<file path="config.mk">
export PLATFORM = sky130hd
export DESIGN_NAME = pc_unit_flat
export DESIGN_NICKNAME = d
export VERILOG_FILES = /design/src/rtl/pc_unit_if.sv /design/src/rtl/pc_unit.sv /design/src/flat_wrapper.sv
export SDC_FILE = /design/constraint.sdc
export NUM_CORES = 1
export LEC_CHECK = 0
export ABC_AREA = 1
export CAP_MARGIN = 5
export CORE_AREA = 5 5 140 142
export CTS_CLUSTER_SIZE = 20
export DETAILED_ROUTE_END_ITERATION = 16
export DIE_AREA = 0 0 145 147
export PLACE_DENSITY = 0.81
export RECOVER_POWER = 25
export REMOVE_ABC_BUFFERS = 1
export SYNTH_ARGS = -nofsm -noshare
export SYNTH_HDL_FRONTEND = slang
export SYNTH_SLANG_ARGS = --single-unit
</file>
<file path="constraint.sdc">
create_clock -name clk -period 2.5 [get_ports clk]
set_input_delay 0.375 -clock clk [delete_from_list [all_inputs] [get_ports clk]]
set_output_delay 0.375 -clock clk [all_outputs]
set_load 0.005 [all_outputs]
</file>
<file path="src/rtl/pc_unit_if.sv">
// pc_unit_if: control, target and status bundle between the fetch pipeline and pc_unit
interface pc_unit_if #(parameter int WIDTH = 32);
   logic stall;
   logic [2:0] npc_sel;
   logic branch_taken;
   logic [31:0] instr;
   logic [WIDTH-1:0] rs_data;
   logic [WIDTH-1:0] rd_data;
   logic exc_req;
   logic eret;
   logic [WIDTH-1:0] pc;
   logic [WIDTH-1:0] pc_plus4;
   logic [WIDTH-1:0] epc;
   logic redirect;
   logic addr_err;
   logic ras_miss;
   modport master (
      output stall, npc_sel, branch_taken, instr, rs_data, rd_data, exc_req, eret,
      input pc, pc_plus4, epc, redirect, addr_err, ras_miss
   );
   modport slave (
      input stall, npc_sel, branch_taken, instr, rs_data, rd_data, exc_req, eret,
      output pc, pc_plus4, epc, redirect, addr_err, ras_miss
   );
endinterface

</file>
<file path="src/rtl/pc_unit.sv">
// pc_unit: fetch-stage program counter with exception redirect and optional return-address stack (PC_RAS_EN)
module pc_unit #(
   parameter int WIDTH = 32,
   parameter logic [WIDTH-1:0] RESET_PC = 32'h0000_3000,
   parameter logic [WIDTH-1:0] EXC_VECTOR = 32'h0000_4180,
   parameter int RAS_DEPTH = 4
) (
   input logic clk,
   input logic rst_n,
   pc_unit_if.slave bus
);
   logic [WIDTH-1:0] pc_q, epc_q, p4, tgt, boff, jt;
   logic jmp, chk, push, pop, pop_miss, bad, adv, red_q, aerr_q, miss_q, unused;
   if (WIDTH < 32 || RAS_DEPTH < 2 || (RAS_DEPTH & (RAS_DEPTH - 1)) != 0) begin : g_bad_cfg
      $error("pc_unit: WIDTH must be >= 32 and RAS_DEPTH a power of two >= 2");
   end
   assign p4 = pc_q + WIDTH'(4);
   assign boff = {{(WIDTH-18){bus.instr[15]}}, bus.instr[15:0], 2'b00};
   assign jt = {p4[WIDTH-1:28], bus.instr[25:0], 2'b00};
   always_comb begin
      tgt = p4;
      jmp = 1'b0;
      chk = 1'b0;
      push = 1'b0;
      pop = 1'b0;
      case (bus.npc_sel)
         3'b001: begin
            tgt = bus.branch_taken ? p4 + boff : p4;
            jmp = bus.branch_taken;
         end
         3'b010: begin
            tgt = jt;
            jmp = 1'b1;
         end
         3'b011: begin
            tgt = bus.rs_data;
            jmp = 1'b1;
            chk = 1'b1;
         end
         3'b100: begin
            tgt = p4 + bus.rd_data;
            jmp = 1'b1;
            chk = 1'b1;
         end
         3'b101: begin
            tgt = jt;
            jmp = 1'b1;
            push = 1'b1;
         end
         3'b110: begin
            // a RAS hit means top equals rs_data, so rs_data is the target either way
            tgt = bus.rs_data;
            jmp = 1'b1;
            chk = 1'b1;
            pop = 1'b1;
         end
         default: ;
      endcase
   end
   // eret outranks stall, so its misalignment trap fires even while stalled
   assign bad = bus.eret ? |epc_q[1:0] : ~bus.stall & chk & |tgt[1:0];
   assign adv = ~bus.exc_req & ~bus.eret & ~bus.stall & ~bad;
   always_ff @(posedge clk)
      if (!rst_n) begin
         pc_q <= RESET_PC;
         epc_q <= '0;
         red_q <= 1'b0;
         aerr_q <= 1'b0;
         miss_q <= 1'b0;
      end else if (bus.exc_req || bad) begin
         pc_q <= EXC_VECTOR;
         epc_q <= pc_q;
         red_q <= 1'b1;
         aerr_q <= ~bus.exc_req;
         miss_q <= 1'b0;
      end else if (bus.eret) begin
         pc_q <= epc_q;
         red_q <= 1'b1;
         aerr_q <= 1'b0;
         miss_q <= 1'b0;
      end else if (bus.stall) begin
         red_q <= 1'b0;
         aerr_q <= 1'b0;
         miss_q <= 1'b0;
      end else begin
         pc_q <= tgt;
         red_q <= jmp;
         aerr_q <= 1'b0;
         miss_q <= pop & pop_miss;
      end
`ifdef PC_RAS_EN
   localparam int PW = $clog2(RAS_DEPTH);
   logic [WIDTH-1:0] stk [RAS_DEPTH];
   logic [PW-1:0] ptr, top_idx;
   logic [PW:0] cnt;
   assign top_idx = ptr - 1'b1;
   assign pop_miss = cnt == '0 || stk[top_idx] != bus.rs_data;
   assign unused = ^bus.instr[31:26];
   always_ff @(posedge clk)
      if (adv && push) stk[ptr] <= p4;
   // pointer wraps naturally; a push when full overwrites the oldest entry
   always_ff @(posedge clk)
      if (!rst_n) begin
         ptr <= '0;
         cnt <= '0;
      end else if (adv && push) begin
         ptr <= ptr + 1'b1;
         cnt <= cnt == (PW+1)'(RAS_DEPTH) ? cnt : cnt + 1'b1;
      end else if (adv && pop && cnt != '0) begin
         ptr <= ptr - 1'b1;
         cnt <= cnt - 1'b1;
      end
`else
   assign pop_miss = 1'b0;
   assign unused = ^{bus.instr[31:26], push, adv};
`endif
   assign bus.pc = pc_q;
   assign bus.pc_plus4 = p4;
   assign bus.epc = epc_q;
   assign bus.redirect = red_q;
   assign bus.addr_err = aerr_q;
   assign bus.ras_miss = miss_q;
endmodule

</file>
<file path="src/flat_wrapper.sv">
// flat-port wrapper written by rule: the top's interface ports become plain ports
module pc_unit_flat 
#(
   parameter int WIDTH = 32,
   parameter logic [WIDTH-1:0] RESET_PC = 32'h0000_3000,
   parameter logic [WIDTH-1:0] EXC_VECTOR = 32'h0000_4180,
   parameter int RAS_DEPTH = 4
)
  (clk, rst_n, bus_stall, bus_npc_sel, bus_branch_taken, bus_instr, bus_rs_data, bus_rd_data, bus_exc_req, bus_eret, bus_pc, bus_pc_plus4, bus_epc, bus_redirect, bus_addr_err, bus_ras_miss);
  pc_unit_if #(.WIDTH(WIDTH)) bus_i ();
  input logic clk;
  input logic rst_n;
  input wire logic [$bits(bus_i.stall)-1:0] bus_stall;
  input wire logic [$bits(bus_i.npc_sel)-1:0] bus_npc_sel;
  input wire logic [$bits(bus_i.branch_taken)-1:0] bus_branch_taken;
  input wire logic [$bits(bus_i.instr)-1:0] bus_instr;
  input wire logic [$bits(bus_i.rs_data)-1:0] bus_rs_data;
  input wire logic [$bits(bus_i.rd_data)-1:0] bus_rd_data;
  input wire logic [$bits(bus_i.exc_req)-1:0] bus_exc_req;
  input wire logic [$bits(bus_i.eret)-1:0] bus_eret;
  output wire logic [$bits(bus_i.pc)-1:0] bus_pc;
  output wire logic [$bits(bus_i.pc_plus4)-1:0] bus_pc_plus4;
  output wire logic [$bits(bus_i.epc)-1:0] bus_epc;
  output wire logic [$bits(bus_i.redirect)-1:0] bus_redirect;
  output wire logic [$bits(bus_i.addr_err)-1:0] bus_addr_err;
  output wire logic [$bits(bus_i.ras_miss)-1:0] bus_ras_miss;
  assign bus_i.stall = bus_stall;
  assign bus_i.npc_sel = bus_npc_sel;
  assign bus_i.branch_taken = bus_branch_taken;
  assign bus_i.instr = bus_instr;
  assign bus_i.rs_data = bus_rs_data;
  assign bus_i.rd_data = bus_rd_data;
  assign bus_i.exc_req = bus_exc_req;
  assign bus_i.eret = bus_eret;
  assign bus_pc = bus_i.pc;
  assign bus_pc_plus4 = bus_i.pc_plus4;
  assign bus_epc = bus_i.epc;
  assign bus_redirect = bus_i.redirect;
  assign bus_addr_err = bus_i.addr_err;
  assign bus_ras_miss = bus_i.ras_miss;
  pc_unit #(.WIDTH(WIDTH), .RESET_PC(RESET_PC), .EXC_VECTOR(EXC_VECTOR), .RAS_DEPTH(RAS_DEPTH)) u_core (.clk(clk), .rst_n(rst_n), .bus(bus_i));
endmodule
</file>
==> impl_results.md, run 1 <==
* Outcome: aborted with a tool error
* Halt Stage: 5_1_grt
* Number of enable flip-flop cells after synthesis at 0
* Syn Inst Count at 1483
* Clock Sinks at 66
* HPWL Detailed at between 30000 and 40000 µm
* H-Tree Depth at 3
* Ys Warns at 0
* Clock tree buffer depth at 2
* IO Pins at just over 200
* Routability cong. at 1.02
* Number of I/O port buffers at 196
* Area post-placement at ~0.013 mm²
* Congestion Overflow GR at 1312
* Std-Cell Rows at 50
* Main synth FF type: dfxtp_1
* Synth Register Bits at 66
* WEP type: register data pin
* Worst EP post-GRT repair: u_core.bus.pc[19]$_SDFFE_PP0P_/D
* Num CTS Buffers at 9
* Global-route usage over all layers at 0.934
* Ys async rst share at 0
* Root Driver: clkbuf_16
* Err: [ERROR GRT-0232] Routing congestion too high. Check the congestion heatmap in the GUI.
* Cts hold-fix bufs at 0
* Chip height at 147 µm
* Post-Syn Area per Cell at 5.64 µm²
* Post-synthesis sequential area ratio at 0.158
* Pin count of the biggest net entering global routing at 41
* Count of distinct cell types in the synthesized netlist at 46
* Post-Synthesis Cell Area at approximately 0.0084 mm²
* Die Span X at 145 µm
* Place WS at -1060 ps
* Initial core utilization at 0.456
[synth_stat cells (5+ instances only)]
cell type / number / area share
or2_2: 8 / 0.0060
o22ai_1: 18 / 0.013
clkbuf_1: 15 / 0.0067
nand3_1: 112 / 0.067
o21ai_1: 19 / 0.011
a21oi_1: 119 / 0.071
nand2_1: 444 / 0.20
buf_2: 11 / 0.0066
o21ai_0: 84 / 0.050
a22o_1: 21 / 0.022
o21bai_1: 8 / 0.0072
nor3_1: 25 / 0.015
xor2_1: 18 / 0.019
nand3b_1: 14 / 0.013
inv_2: 9 / 0.0040
inv_1: 210 / 0.094
o2111ai_1: 8 / 0.0084
nor2_1: 127 / 0.057
ha_1: 66 / 0.099
and2_1: 5 / 0.0037
nand4_1: 34 / 0.025
dfxtp_1: 66 / 0.16
[kinds of logic after synthesis]
group	synth area share
AOI/OAI and AO/OA	0.199
xor gates and xnor gates	0.0230
adders and majority gates	0.104
buffers and inverters	0.117
DFF	0.158
other	0.000448
and+or+nand+nor	0.399
[layer usage]
metal | GRT usage | GRT overflow
met5 | 0.359 | 0
met4 | 1.04 | 321
met3 | 0.723 | 22
met2 | 1.19 | 961
met1 | 0.859 | 8
[through the flow]
stage	cells	hold WS, ps
after CTS	2304	479
after detailed placement	2226	467
after global placement	2226	459
after floorplan	1451	447
[timing repair]
action | in CTS
endpoints found under the setup margin | 55
gates resized for setup | 500
pin swaps | 160
buffers inserted | 65
==> run 2: changes to the inputs <==
--- a/config.mk
+++ b/config.mk
@@ -7,11 +7,10 @@
 export LEC_CHECK = 0
 export ABC_AREA = 1
 export CAP_MARGIN = 5
-export CORE_AREA = 5 5 140 142
-export CTS_CLUSTER_SIZE = 20
+export CORE_AREA = 5 5 151 153
 export DETAILED_ROUTE_END_ITERATION = 16
-export DIE_AREA = 0 0 145 147
-export PLACE_DENSITY = 0.81
+export DIE_AREA = 0 0 156 158
+export PLACE_DENSITY_LB_ADDON = 0.15
 export RECOVER_POWER = 25
 export REMOVE_ABC_BUFFERS = 1
 export SYNTH_ARGS = -nofsm -noshare
==> constraint.sdc (replaced) <==
create_clock -name clk -period 3.25 [get_ports clk]
set_input_delay 0.4875 -clock clk [delete_from_list [all_inputs] [get_ports clk]]
set_output_delay 0.4875 -clock clk [all_outputs]
set_load 0.005 [all_outputs]
==> impl_results.md, run 2 <==
* Ys Warns at 0
* Worst hold stages at 2
* Most area-consuming cells after synthesis: nand2_1 20%, dfxtp_1 16%, ha_1 9.9%, inv_1 9.4%, a21oi_1 7.1%
* Main synth FF type: dfxtp_1
* Worst Path Max Fanout at 5
* Clk_skew at ~7.7 ps
* First-pass GRT wire length at 59800 µm
* Place WS at -337 ps
* Clock Sinks at 66
* Routability cong. at ~0.96
* Ys async rst share at 0
* Post-synth top area share at 0.199
* Area post-placement at 0.0122 mm²
* Critical Path RT at 3450 ps
* Most frequent cells in the layout: 405 x nand2_1, 230 x buf_4, 187 x inv_1
* Number of enable flip-flop cells after synthesis at 0
* Tot Pwr at 3.41 mW
* Worst-Margin Slew at between 500 and 600 ps
* Hold WS at 454 ps
* Initial antenna violation count at 0
* End of the worst hold path: u_core.bus.epc[22]
* Syn Inst Count at 1483
* Max-Cap Viols at 0
* Crit end category: flip-flop
* CTS tree: yes
* Die Span X at roughly 160 µm
* LEAKAGE at 6.31 nW
* H-Tree Depth at 3
* Post-synthesis sequential area ratio at 0.158
* Initial DRC count at 1094
* Register-to-register setup slack at between 100 and 150 ps
* R2R depth at 21
* IO Pins at just over 200
* Post-Syn Area per Cell at 5.64 µm²
* Most frequent cell after synthesis: nand2_1
* Area of the die at 0.0246 mm²
* HPWL Detailed at 33000 µm
* Hold Vio Cnt, Final at 0
* Share of layout cells above drive strength 1 at 0.270
* Count of distinct cell types in the synthesized netlist at 46
* CP max-delay cell: dfxtp_4
* Vias at 11796
* Initial core utilization at 0.390
* Core Util, Final at 0.644
* Highest clock rate at 318 MHz
* Final nets at 2065
* Global-route usage over all layers at 0.313
* Commonest non-fill, non-tap cell in the layout: nand2_1
* Ant diodes at 0
* Layout fillers at a little under 2000
* Std-Cell Rows at between 50 and 60
* Worst setup path category: reg2reg
* Crit-path cells: nand2_2 -> nor2_4 -> nand2_2 -> buf_4 -> nor2_1 -> inv_1 -> nand2_1 -> inv_2 -> ha_4 -> buf_4 -> nand2_1 -> nor2_1 -> nor2_1 -> nand2_1 -> nand4_1 -> nand3_1 -> nand2_1 -> nand3_1 -> nand4_1 -> nand2_1 -> a21oi_1
* Arr. time, crit path at approximately 3300 ps
* Peak supply drop at 0.313 mV
* Crit path launch type: flip-flop
* R2r endpoint: u_core.bus.pc[25]
* Most frequent cells after synthesis: 444 x nand2_1, 210 x inv_1, 127 x nor2_1, 119 x a21oi_1, 112 x nand3_1
* Wire per inst at 18.9 µm
* Slew Limit Headroom at 0.609
* Pwr/cell area at 247 mW/mm²
* Min Clock Period, post-route at 3140 ps
* Via density at 5.42
* Final design area excluding fillers at around 0.014 mm²
* Cts hold-fix bufs at 0
* Pin count of the biggest net entering global routing at 42
* Number of I/O port buffers at 196
* Core Region at 0.0214 mm²
* Worst path max stage delay at 380 ps
* R2r startpoint: u_core.bus.pc[3]
* Congestion Overflow GR at 0
* Hold path startpoint: u_core.bus.epc[22]
* Total negative slack at 0 ps
* Tcrit/Tclk final at 0.966
* Vias in the first global route at 11043
* Num CTS Buffers at 9
* Multi-input logic area at approximately 0.0072 mm²
* Register area at 0.00136 mm²
* Post-Synthesis Cell Area at 0.00836 mm²
* Worst min path class: reg2reg
* Clock tree buffer depth at 2
* Clock transition at the registers of the reported paths at 60 ps
* Outcome: finished, final reports clean
* Final slew viol count at 0
* Drt first pass iters at 6
* Final wirelength at slightly above 40000 µm
* Synth area leader: nand2_1
* Placed insts at 2146
* Root Driver: clkbuf_16
* Routed Antenna Nets at 0
* RSZ-0062 raised after global routing: true
* Final setup margin at 110 ps
* Non-filler cells, final at 2177
* Most frequent CP cell: nand2_1
* Post-route DRC at 0
* Chip height at 158 µm
* Clk Latency, worst-skew pair at 340 ps
* Synth Register Bits at 66
* Area delta synth->final at 65.0%
* Count of final setup violators at 0
## run 2: worst max path at each step
stage | start | end | slack, ps | cells after the start
2_1_floorplan | u_core.bus.pc[2] | u_core.bus.pc[19] | 420 | 19
3_3_place_gp | u_core.bus.pc[17] | u_core.bus.pc[24] | -360 | 18
3_5_place_dp | u_core.bus.pc[17] | u_core.bus.pc[24] | -340 | 18
4_1_cts | u_core.bus.pc[17] | u_core.bus.pc[24] | -7 | 18
5_1_grt | u_core.bus.pc[3] | u_core.bus.pc[25] | -60 | 19
6_report | u_core.bus.pc[3] | u_core.bus.pc[25] | 110 | 21
## run 2: cell type report
| class | count | area share |
|---|---|---|
| Tap cell | 280 | 0.0254 |
| Sequential cell | 66 | 0.0982 |
| Clock buffer | 12 | 0.0186 |
| Inverter | 220 | 0.0598 |
| Multi-Input combinational cell | 1165 | 0.524 |
| Clock inverter | 4 | 0.00245 |
| Timing Repair Buffer | 430 | 0.272 |
## run 2: repair_timing
| item | in CTS | in global routing |
|---|---|---|
| buffers inserted | 1 | 14 |
| endpoints found under the setup margin | 22 | 28 |
| pin swaps | 6 | 71 |
| gates resized for setup | 57 | 239 |
## run 2: power breakdown
| group | leakage, nW | internal (mW) | switching [mW] | total [mW] |
|---|---|---|---|---|
| combinational | 5.63 | 0.715 | 0.868 | 1.58 |
| clock | 0.140 | 0.565 | 0.393 | 0.959 |
| sequential | 0.544 | 0.837 | 0.0295 | 0.867 |
| total | 6.31 | 2.12 | 1.29 | 3.41 |
## run 2: cells by family (layout without fill, tap and decap cells)
group | Yosys count | in the layout | share of synthesized area
buf+inv | 252 | 666 | 0.117
xor+xnor | 22 | 22 | 0.0230
fa+ha+maj | 68 | 68 | 0.104
flops | 66 | 66 | 0.158
other cells | 1 | 1 | 0.000448
compound gates | 292 | 292 | 0.199
simple gates | 782 | 782 | 0.399
## run 2: per-layer routing
metal / part of all wire / vias to the layer above / GRT usage / routed length [µm]
li1: - / 5722 / - / -
met3: 0.074 / 72 / 0.0366 / 3070
met2: 0.47 / 529 / 0.529 / 19400
met1: 0.42 / 5473 / 0.415 / 17500
met4: 0.031 / 0 / 0.103 / 1280
met5: 0 / - / 0 / 0
## run 2: worst max-delay path, delay by kind of cell, from the launching register on
family | cells | cell delay, ps
compound gates | 1 | 60
fa+ha+maj | 1 | 310
buf+inv | 4 | 430
flops | 1 | 380
simple gates | 15 | 1800
Power figures use the tool's default switching activity.
==> run 3: changes to the inputs <==
--- a/config.mk
+++ b/config.mk
@@ -12,7 +12,6 @@
 export DIE_AREA = 0 0 156 158
 export PLACE_DENSITY_LB_ADDON = 0.15
 export RECOVER_POWER = 25
-export REMOVE_ABC_BUFFERS = 1
 export SYNTH_ARGS = -nofsm -noshare
 export SYNTH_HDL_FRONTEND = slang
 export SYNTH_SLANG_ARGS = --single-unit
==> impl_results.md, run 3 (same netlist as run 2, synthesis figures left out) <==
* Slew Limit Headroom at 0.567
* Clock transition at the registers of the reported paths at 60 ps
* Core Region at 0.0214 mm²
* Drt first pass iters at 6
* Worst Path Max Fanout at 5
* Routability cong. at 1.01
* Global-route usage over all layers at 0.311
* R2r startpoint: u_core.bus.pc[2]
* Worst-Margin Slew at 645 ps
* Ant diodes at 0
* Clock Sinks at 66
* Final setup margin at 84.1 ps
* Initial core utilization at 0.390
* Worst min path class: reg2reg
* Core Util, Final at 0.652
* Setup crit start: u_core.bus.pc[2]
* Via density at 5.34
* Min Clock Period, post-route at 3170 ps
* Hold Vio Cnt, Final at 0
* Register area at between 0.001 and 0.0015 mm²
* Share of layout cells above drive strength 1 at 0.287
* Chip height at 158 µm
* Cts hold-fix bufs at 0
* Commonest non-fill, non-tap cell in the layout: nand2_1
* RSZ-0062 raised after global routing: true
* Syn nets at 1656
* Clk Latency, worst-skew pair at 350 ps
* Routed Antenna Nets at 0
* IO Pins at 204
* H-Tree Depth at 3
* Worst setup path category: reg2reg
* Num CTS Buffers at 9
* Std-Cell Rows at 54
* HPWL Detailed at between 30000 and 40000 µm
* Hold WS at 456 ps
* Critical Path RT at ~3500 ps
* Post-route DRC at 0
* Clk_skew at approximately 11 ps
* Non-filler cells, final at 2188
* Most frequent cells in the layout: 396 x nand2_1, 238 x buf_4, 192 x inv_1
* Highest clock rate at 316 MHz
* Root Driver: clkbuf_16
* Vias in the first global route at between 10000 and 15000
* Worst Setup EP: u_core.bus.pc[23]
* Final wirelength at 40700 µm
* Multi-input logic area at 0.00728 mm²
* Arr. time, crit path at 3430 ps
* Vias at 11686
* Final slew viol count at 0
* Peak supply drop at 0.225 mV
* Pin count of the biggest net entering global routing at 37
* R2r endpoint: u_core.bus.pc[23]
* Count of final setup violators at 0
* Hold path startpoint: u_core.bus.epc[22]
* First-pass GRT wire length at 59900 µm
* Crit path launch type: flip-flop
* CTS tree: yes
* Placed insts at approximately 2200
* LEAKAGE at around 6.3 nW
* Clock tree buffer depth at 2
* Pwr/cell area at 250 mW/mm²
* Tcrit/Tclk final at 0.974
* Number of I/O port buffers at roughly 200
* Outcome: finished, final reports clean
* Register-to-register setup slack at 80 ps
* Wire per inst at roughly 19 µm
* Crit end category: flip-flop
* Final nets at 2076
* Area delta synth->final at 67.1%
* Area of the die at between 0.02 and 0.025 mm²
* Total negative slack at 0 ps
* R2R depth at 20
* Congestion Overflow GR at 0
* Max-Cap Viols at 0
* Die Span X at 156 µm
* Initial DRC count at around 890
* Initial antenna violation count at 0
* Worst hold stages at 2
* Layout fillers at 2068
* Place WS at -211 ps
[run 3: changes by cell type in the layout (fill, tap and decap cells not counted), sizes merged]
cell and change:
clkinv +3, clkdlybuf4s50 -1, inv -1, buf +11, clkbuf -3, bufinv +1
dlygate4sd3 +1
[run 3: report_power, final]
group          total [mW]  switching [mW]  internal (mW)
Combinational        1.62           0.893          0.729
Clock                1.01           0.407          0.599
Sequential          0.866          0.0266          0.839
[run 3: stage by stage]
stage | cell area, µm² | total power [mW]
final | 14000 | 3.49
after global routing | 14000 | 3.67
after CTS | 12800 | 3.29
after detailed placement | 12300 | 2.28
after global placement | 12300 | 2.27
after floorplan | 8360 | 1.54
[run 3: worst max-delay path, cell delays in order, from the launching register on]
cell	delay (ps)
dfxtp_2	340
buf_4	150
inv_2	60
nor2_4	150
buf_4	130
inv_1	40
nor2_2	140
xor2_1	210
inv_2	120
buf_4	150
ha_1	270
nand2_2	90
nor2_2	180
nand3_1	120
nand2_2	180
nand2_1	90
nand3b_1	90
nand3_1	170
nand4_1	180
nand2_1	60
a21oi_1	120
[run 3: repair_timing]
item	in CTS	in global routing
setup buffers	0	9
endpoints found under the setup margin	22	26
pin swaps	5	65
gates resized for setup	39	287
[run 3: worst min-delay path by stage]
stage                          to  slack, ps
4_1_cts        u_core.bus.epc[22]        460
2_1_floorplan  u_core.bus.epc[22]        450
3_5_place_dp   u_core.bus.epc[22]        450
6_report       u_core.bus.epc[22]        460
3_3_place_gp   u_core.bus.epc[22]        450
5_1_grt        u_core.bus.epc[22]        490
[run 3: area by class of cell]
class | count | area share
clock buffers | 9 | 0.0161
clock inverters | 7 | 0.00555
inverters | 220 | 0.0593
multi-input cells | 1165 | 0.521
flip-flops and latches | 66 | 0.0963
well taps | 280 | 0.0251
repair buffers | 441 | 0.276
[run 3: metal layers]
metal,routed length (µm),share of wire,track usage
met5,0,0,0
met1,17200,0.42,0.413
met2,18500,0.46,0.513
met4,1940,0.048,0.107
met3,3030,0.074,0.0476
